==> src/rtl/game_state_tx.sv <==
// UART 8N1 transmitter for the pong game-state packet: snapshots ball position and
// scores on a frame boundary and sends SYNC, x_hi, x_lo, y_hi, y_lo, scores, checksum.
module game_state_tx #(
    parameter int unsigned CLKS_PER_BIT = 564,
    parameter logic [7:0]  SYNC_BYTE    = 8'hA5
) (
    input  logic        clk65MHz,
    input  logic        rst,
    input  logic        end_of_frame,
    input  logic        enable,
    input  logic [10:0] x_pos_of_ball,
    input  logic [10:0] y_pos_of_ball,
    input  logic [3:0]  points_player_1,
    input  logic [3:0]  points_player_2,
    output logic        tx,
    output logic        busy,
    output logic        packet_done
);

    localparam int unsigned TW = (CLKS_PER_BIT > 2) ? $clog2(CLKS_PER_BIT) : 1;
    localparam logic [TW-1:0] T_LAST = TW'(CLKS_PER_BIT - 1);

    typedef enum logic [1:0] {IDLE, START, DATA, STOP} state_t;

    state_t        state_q, state_d;
    logic [TW-1:0] timer_q, timer_d;
    logic [2:0]    bit_idx_q, bit_idx_d;
    logic [2:0]    byte_idx_q, byte_idx_d;
    logic [10:0]   x_q, x_d;
    logic [10:0]   y_q, y_d;
    logic [3:0]    p1_q, p1_d;
    logic [3:0]    p2_q, p2_d;
    logic          tx_q, tx_d;
    logic          busy_q, busy_d;
    logic          done_q, done_d;

    logic          bit_end;
    logic [7:0]    checksum;
    logic [7:0]    cur_byte;

    assign bit_end = (timer_q == T_LAST);

    always_comb begin
        state_d    = state_q;
        timer_d    = timer_q;
        bit_idx_d  = bit_idx_q;
        byte_idx_d = byte_idx_q;
        x_d        = x_q;
        y_d        = y_q;
        p1_d       = p1_q;
        p2_d       = p2_q;
        done_d     = 1'b0;
        case (state_q)
            IDLE: begin
                if (end_of_frame && enable && !busy_q) begin
                    state_d    = START;
                    timer_d    = '0;
                    bit_idx_d  = '0;
                    byte_idx_d = '0;
                    x_d        = x_pos_of_ball;
                    y_d        = y_pos_of_ball;
                    p1_d       = points_player_1;
                    p2_d       = points_player_2;
                end
            end
            START: begin
                if (bit_end) begin
                    timer_d = '0;
                    state_d = DATA;
                end else begin
                    timer_d = timer_q + 1'b1;
                end
            end
            DATA: begin
                if (bit_end) begin
                    timer_d = '0;
                    if (bit_idx_q == 3'd7) begin
                        bit_idx_d = '0;
                        state_d   = STOP;
                    end else begin
                        bit_idx_d = bit_idx_q + 3'd1;
                    end
                end else begin
                    timer_d = timer_q + 1'b1;
                end
            end
            STOP: begin
                if (bit_end) begin
                    timer_d = '0;
                    if (byte_idx_q == 3'd6) begin
                        byte_idx_d = '0;
                        state_d    = IDLE;
                    end else begin
                        byte_idx_d = byte_idx_q + 3'd1;
                        state_d    = START;
                    end
                end else begin
                    timer_d = timer_q + 1'b1;
                end
            end
            default: state_d = IDLE;
        endcase
        // The pulse lands in the final stop-bit cycle, so it must be raised one edge early.
        if (state_q == STOP && byte_idx_q == 3'd5 && bit_end) begin
            done_d = 1'b0;
        end
        if (state_d == STOP && byte_idx_d == 3'd6 && timer_d == T_LAST) begin
            done_d = 1'b1;
        end
    end

    assign checksum = {5'b0, x_d[10:8]} ^ x_d[7:0] ^ {5'b0, y_d[10:8]} ^ y_d[7:0]
                    ^ {p1_d, p2_d};

    always_comb begin
        cur_byte = SYNC_BYTE;
        case (byte_idx_d)
            3'd0:    cur_byte = SYNC_BYTE;
            3'd1:    cur_byte = {5'b0, x_d[10:8]};
            3'd2:    cur_byte = x_d[7:0];
            3'd3:    cur_byte = {5'b0, y_d[10:8]};
            3'd4:    cur_byte = y_d[7:0];
            3'd5:    cur_byte = {p1_d, p2_d};
            3'd6:    cur_byte = checksum;
            default: cur_byte = SYNC_BYTE;
        endcase
    end

    // Outputs are derived from next-state values so the line changes on the same edge as the FSM.
    always_comb begin
        tx_d   = 1'b1;
        busy_d = (state_d != IDLE);
        case (state_d)
            START:   tx_d = 1'b0;
            DATA:    tx_d = cur_byte[bit_idx_d];
            default: tx_d = 1'b1;
        endcase
    end

    always_ff @(posedge clk65MHz) begin
        if (rst) begin
            state_q    <= IDLE;
            timer_q    <= '0;
            bit_idx_q  <= '0;
            byte_idx_q <= '0;
            x_q        <= '0;
            y_q        <= '0;
            p1_q       <= '0;
            p2_q       <= '0;
            tx_q       <= 1'b1;
            busy_q     <= 1'b0;
            done_q     <= 1'b0;
        end else begin
            state_q    <= state_d;
            timer_q    <= timer_d;
            bit_idx_q  <= bit_idx_d;
            byte_idx_q <= byte_idx_d;
            x_q        <= x_d;
            y_q        <= y_d;
            p1_q       <= p1_d;
            p2_q       <= p2_d;
            tx_q       <= tx_d;
            busy_q     <= busy_d;
            done_q     <= done_d;
        end
    end

    assign tx          = tx_q;
    assign busy        = busy_q;
    assign packet_done = done_q;

endmodule

==> config.mk <==
export PLATFORM = sky130hd
export DESIGN_NAME = game_state_tx
export DESIGN_NICKNAME = d
export VERILOG_FILES = /design/src/rtl/game_state_tx.sv
export SDC_FILE = /design/constraint.sdc
export NUM_CORES = 1
export LEC_CHECK = 0
export BUFFER_PORTS_ARGS = -buffer_cell sky130_fd_sc_hd__buf_2
export CAP_MARGIN = 20
export CORE_MARGIN = 2
export CORE_UTILIZATION = 25
export CTS_CLUSTER_SIZE = 14
export DETAILED_ROUTE_END_ITERATION = 7
export GPL_TIMING_DRIVEN = 1
export HOLD_SLACK_MARGIN = 0.06
export PLACE_DENSITY = 0.42
export SLEW_MARGIN = 10
export SYNTH_ARGS = -nofsm -noshare
export SYNTH_HDL_FRONTEND = slang
export SYNTH_SLANG_ARGS = --single-unit
==> constraint.sdc <==
create_clock -name clk65MHz -period 3.1 [get_ports clk65MHz]
set_input_delay 0.31 -clock clk65MHz [delete_from_list [all_inputs] [get_ports clk65MHz]]
set_output_delay 0.31 -clock clk65MHz [all_outputs]
set_load 0.1 [all_outputs]
==> impl_metrics.toml, run 1 <==
[worst_setup_path]
critPathRequiredTime_ns = 3.29
critPathLaunch = "state_q[0]"
slowest_delay_ns = 0.48
worst-path-stages = 12
path_delay_family = "simple AND/OR/NAND/NOR gates"
crit_path_end_kind = "flop"
setup.worst_path.end = "tx"
cp.buffers_inverters = 3
rr_worst_depth = 12
r2r_start = "state_q[0]"
crit_path_frequent_cell = "buf_4"
worstPathArrival_ns = 3.13
start_kind = "flop"
crit_slowest_cell = "or3_2"
r2r_end = "tx"
cp_max_fo = 10
crit_chain = "inv_1 > ha_1 > buf_4 > nand3b_1 > nor4_2 > a2bb2oi_2 > nor2_1 > buf_4 > or3_2 > a32o_1 > nand4_1 > a31oi_1"
path_class = "reg -> reg"
rrSetupSlack_ns = 0.15

[min_path]
hold_class = "in -> reg"

[timing]
finalSetupViolCount = 0
fin_skew_ns = 0.00896
clock.fmax_mhz = 340
tightest_slew_ns = 0.702
hold_violations = 0
setup_ws_ns = 0.155
period_needed_ns = 2.95
finalMaxSlewViolations = 0
fin_crit_sh_pct = 95.0
setup_tns_ns = 0
rsz0062_at_grt = "no"
slew-limit-headroom_pct = 53.2

[floorplan]
io_pins = 37
rows = 42
die_height_um = 120
core_um2 = 13200
start_util_pct = 25.6
die_area_um2 = 14500
die_w_um = 120

[clock_tree]
clk_latency_ns = 0.30
holdBufCountCts = 0
clock_path_buffers = 2
numCtsBuffers = 5
post-cts-setup-buffers = 0
cts.sinks = 51
htreeDepth = 2
cts-root-buf = "clkbuf_16"
cts_tree = "done"
clk_pin_slew_worst_paths_ns = 0.07
post_cts_resize_count = 0

[detailed_routing]
firstDrtPassIters = 4
vias = 3205
antenna_left = 0
wl_per_cell_um = 15.4
drc = 0
drt_iter0_drc = 176
viasPerCell = 4.94
routed_wirelength_mm = 9.99

[grt]
grtUsageTotal_pct = 14.4
grt_max_degree = 34
grt_pass1_wl_mm = 16.5
antenna_found_initial = 0
overflow = 0
grt_pass1_vias = 3139

[yosys]
post_synth_instance_area_um2 = 3390
ys.flop_type = "dfxtp_1"
avgSynthCellArea_um2 = 7.90
synth_cell_type_count = 64
synth-seq-cells = 51
synth_area_leader_cell = "dfxtp_1"
syn_inst = 429
synth_edf_count = 0
synth_top_area_share_pct = 30.1
yosysWarnings = 0
seq_area_frac_synth_pct = 30.1
syn_nets = 470
synth.area.top_cells = "dfxtp_1 30%, a21oi_1 7.7%, xnor2_1 7.2%, nand2_1 6.5%, nor2_1 5.1%"
async_reset_ff_share_pct = 0

[cells_and_area]
nets = 513
antenna_cells = 0
drive_gt1_share_pct = 19.0
syn2layout_area_growth_pct = 17.9
final_core_util_pct = 30.2

[placement]
portBuffers = 36
gp_congestion = 0.846
hpwl_mm = 7.45
dp_slack_ns = 0.136

[power]
irDropWorstVdd_mv = 0.211
power.density_nw_per_um2 = 469
power.leakage_nw = 1.56

[status]
status = "complete, no violations"

[job]
cap_violations = 0
[worst min-delay path, delay by kind of cell]
family                 cells  cell delay (ns)
and+or+nand+nor            1             0.06
AOI/OAI and AO/OA          1             0.06
buffers and inverters      1             0.10
[placed cells by master (no fill, tap or decap), drive strengths merged, types with 3 or more instances in the layout]
cell type,instances
buf,61
nand2,59
a21oi,52
dfxtp,51
nor2,46
xnor2,28
o21ai,19
mux2i,15
xor2,10
and3,9
nor3,8
a31oi,7
ha,7
inv,6
nand3b,6
nor4,6
nand3,5
nand4,5
clkbuf,5
nor2b,3
nand2b,3
a32o,3
nor3b,3
o22ai,3
a22oi,3
clkinv,3
a2bb2oi,3
a21o,3
or3,3
o31ai,3
a2111oi,3
[worst min-delay path by stage]
stage	startpoint	slack [ns]	cells after the start	to
after floorplan	p1_q[3]	0.44	2	p1_q[3]
after global placement	x_q[6]	0.46	2	x_q[6]
after CTS	x_pos_of_ball[6]	0.26	3	x_q[6]
after global routing	y_pos_of_ball[8]	0.29	3	y_q[8]
final	x_pos_of_ball[6]	0.27	3	x_q[6]
after detailed placement	p1_q[3]	0.46	2	p1_q[3]
[area by class of cell]
class	count	area, um2
fillers	1461	9250
multi-input cells	347	2210
repair buffers	61	384
well taps	176	220
clock inverters	3	15.0
flip-flops and latches	51	1020
clock buffers	5	125
inverters	6	22.5
[report_power, final]
group | leakage, nW | internal, mW | switching [mW]
combinational | 1.07 | 0.213 | 0.365
clock | 0.0733 | 0.296 | 0.265
sequential | 0.415 | 0.704 | 0.0320
total | 1.56 | 1.21 | 0.662
[metal layers]
layer	track usage [%]	share of wire [%]	vias up
li1	-	-	1628
met1	20.4	51	1513
met2	22.1	44	59
met3	3.02	4.2	5
met4	3.92	0.79	0
met5	0	0	-
[stage by stage]
| step | cells | hold WS, ns | power, mW | cell area [um2] |
|---|---|---|---|---|
| after floorplan | 429 | 0.444 | 1.15 | 3390 |
| after global placement | 641 | 0.455 | 1.32 | 3810 |
| after detailed placement | 641 | 0.457 | 1.33 | 3810 |
| after CTS | 649 | 0.256 | 1.91 | 3950 |
| after global routing | 649 | 0.291 | 2.00 | 4000 |
| final | 649 | 0.273 | 1.88 | 4000 |
[kinds of logic (layout without fill, tap and decap cells)]
group                    Yosys count  in the layout  synth area share, %
AND/OR/NAND/NOR                  169            169                 24.8
AO/OA/AOI/OAI                    117            117                 21.9
flip-flops                        51             51                 30.1
XOR/XNOR                          38             38                 9.82
buffers and inverters             31             75                 6.01
multiplexers                      16             16                 4.76
adder cells (fa/ha/maj)            7              7                 2.58
[state kept, by name, indices dropped and copies added (netlist names)]
name	flops
bit_idx_q	3
p2_q	4
busy	1
state_q	2
y_q	11
x_q	11
byte_idx_q	3
tx	1
timer_q	10
p1_q	4
packet_done	1
[cells in the mapped netlist, types with 2 or more instances]
master and count:
or3_1 2, a31oi_1 7, a21oi_1 52, nor2b_1 3
o211ai_1 2, nor2_1 46, a21o_1 2, nand4b_1 2
a22oi_1 3, and3_1 5, nor3b_1 3, buf_4 2
o21ai_0 19, nand2b_1 3, nand3_1 5, o31ai_1 3
buf_1 2, o22ai_1 3, clkbuf_1 12, o2111ai_1 2
a32o_1 3, dfxtp_1 51, nand4_1 5, clkbuf_8 5
xnor2_1 28, xor2_1 10, o41a_1 2, nor4_1 6
a211oi_1 2, nand3b_1 6, and3_2 4, inv_1 6
ha_1 7, nand2_1 59, buf_6 4, mux2i_1 15
nor3_1 7, a2bb2oi_1 3, a2111oi_0 3
Note: power is estimated with default switching activity, not from simulation.
==> run 2, diff against run 1 <==
Settings changed: CAP_MARGIN 20 to unset, PLACE_DENSITY 0.42 to unset, PLACE_DENSITY_LB_ADDON set to 0.08.
==> impl_metrics.toml, run 2 (same netlist as run 1, synthesis figures left out) <==
[floorplan]
start_util_pct = 25.6
die_area_um2 = 14500
die_w_um = 120
core_um2 = 13200
die_height_um = 120
io_pins = 37
rows = 42

[worst_setup_path]
path_class = "reg -> reg"
cp.buffers_inverters = 0
path_delay_family = "compound AO/OA/AOI/OAI gates"
start_kind = "flop"
critPathRequiredTime_ns = 3.29
crit_path_end_kind = "flop"
worstPathArrival_ns = 3.09
crit_path_frequent_cell = "o41a_1"
crit_chain = "or4b_4 > o41a_1 > o32ai_2 > nor3_1 > o21ai_0 > o211ai_1 > o41a_1 > nand4_1 > a31oi_1"
slowest_delay_ns = 0.58
crit_slowest_cell = "or4b_4"
cp_max_fo = 6

[clock_tree]
numCtsBuffers = 5
clk_latency_ns = 0.30
cts-root-buf = "clkbuf_16"
clock_path_buffers = 2
cts_tree = "done"
holdBufCountCts = 0
cts.sinks = 51
clk_pin_slew_worst_paths_ns = 0.07
post-cts-setup-buffers = 0
htreeDepth = 2

[power]
p_clk_share_pct = 31.4
p_switching_mw = 0.662
finalPower_mw = 1.93
p_seq_share_pct = 38.3
p_sw_share_pct = 34.3
irDropWorstVdd_mv = 0.195
intPower_mw = 1.27
p_comb_share_pct = 30.3
power.density_nw_per_um2 = 474
power.leakage_nw = 1.59

[cells_and_area]
layout_common_cells = "59 x nand2_1, 52 x a21oi_1, 51 x dfxtp_1"
final_common_cell = "nand2_1"
final_core_util_pct = 30.7
nets = 516
finalInstanceArea_um2 = 4070
antenna_cells = 0
syn2layout_area_growth_pct = 20.0
final_cells = 652
largestRegisters = "x_q (11), y_q (11), timer_q (10)"
drive_gt1_share_pct = 19.5

[grt]
antenna_found_initial = 0
grtUsageTotal_pct = 14.3
grt_pass1_wl_mm = 16.1
grt_pass1_vias = 3124
grt_max_degree = 39
overflow = 0

[detailed_routing]
met3RoutedLength_um = 338
route.met2.wl_mm = 4.62
wl_met1_mm = 4.91
drc = 0
viasPerCell = 4.93
wl_per_cell_um = 15.4
drt_iter0_drc = 127
routed_wirelength_mm = 10.1
highest_layer = "met4"
vias = 3214
firstDrtPassIters = 4
antenna_left = 0

[job]
cap_violations = 0

[timing]
rsz0062_at_grt = "no"
finalSetupViolCount = 0
period_needed_ns = 2.90
slew-limit-headroom_pct = 47.8
fin_skew_ns = 0.00575
hold_violations = 0
finalMaxSlewViolations = 0
tightest_slew_ns = 0.783
fin_crit_sh_pct = 93.6
clock.fmax_mhz = 345
setup_ws_ns = 0.199

[min_path]
hold_class = "in -> reg"

[placement]
portBuffers = 36
post_dp_cell_area_um2 = 3840
dp_slack_ns = -0.0629
gp_congestion = 0.788
hpwl_mm = 7.50
dpl.cell_count = 644

[status]
status = "complete, no violations"
run 2: worst paths after layout:
check | cells past startpoint | end | slack, ns | startpoint
worst max-delay path | 9 | tx | 0.20 | timer_q[7]
worst min register to register | 2 | p1_q[3] | 0.46 | p1_q[3]
worst min-delay path | 3 | x_q[6] | 0.27 | x_pos_of_ball[6]
worst max register to register | 9 | tx | 0.20 | timer_q[7]
run 2: layout make-up:
class | instances | area, um2
multi-input combinational | 347 | 2230
fill | 1449 | 9180
clock buffer | 8 | 156
timing repair buffer | 64 | 415
tap | 176 | 220
inverter | 6 | 22.5
sequential | 51 | 1020
run 2: tightest hold or removal path: stages:
cell     delay, ns
buf_2         0.10
nand2_1       0.06
a21oi_1       0.06
run 2: repair_timing:
item / in CTS / in global routing
pin swaps: 0 / 1
gates resized for setup: 3 / 9
setup endpoints to repair: 1 / 2
run 2: layer usage:
layer	global-route usage, %	vias up
met5	0	-
met4	5.60	0
met3	2.31	13
met2	23.2	65
met1	19.0	1501
li1	-	1635
run 2: metrics by stage:
stage               hold slack, ns  TNS, ns
global route                 0.286        0
floorplan                    0.444        0
global placement             0.451  -0.0883
detailed placement           0.459  -0.0629
CTS                          0.265        0
finish                       0.275        0
run 2: power by group through the flow:
stage / clock (mW) / combinational [mW] / sequential (mW)
2_1_floorplan: 0 / 0.352 / 0.801
3_3_place_gp: 0 / 0.583 / 0.751
3_5_place_dp: 0 / 0.576 / 0.752
4_1_cts: 0.635 / 0.582 / 0.737
5_1_grt: 0.656 / 0.644 / 0.743
6_report: 0.605 / 0.585 / 0.738
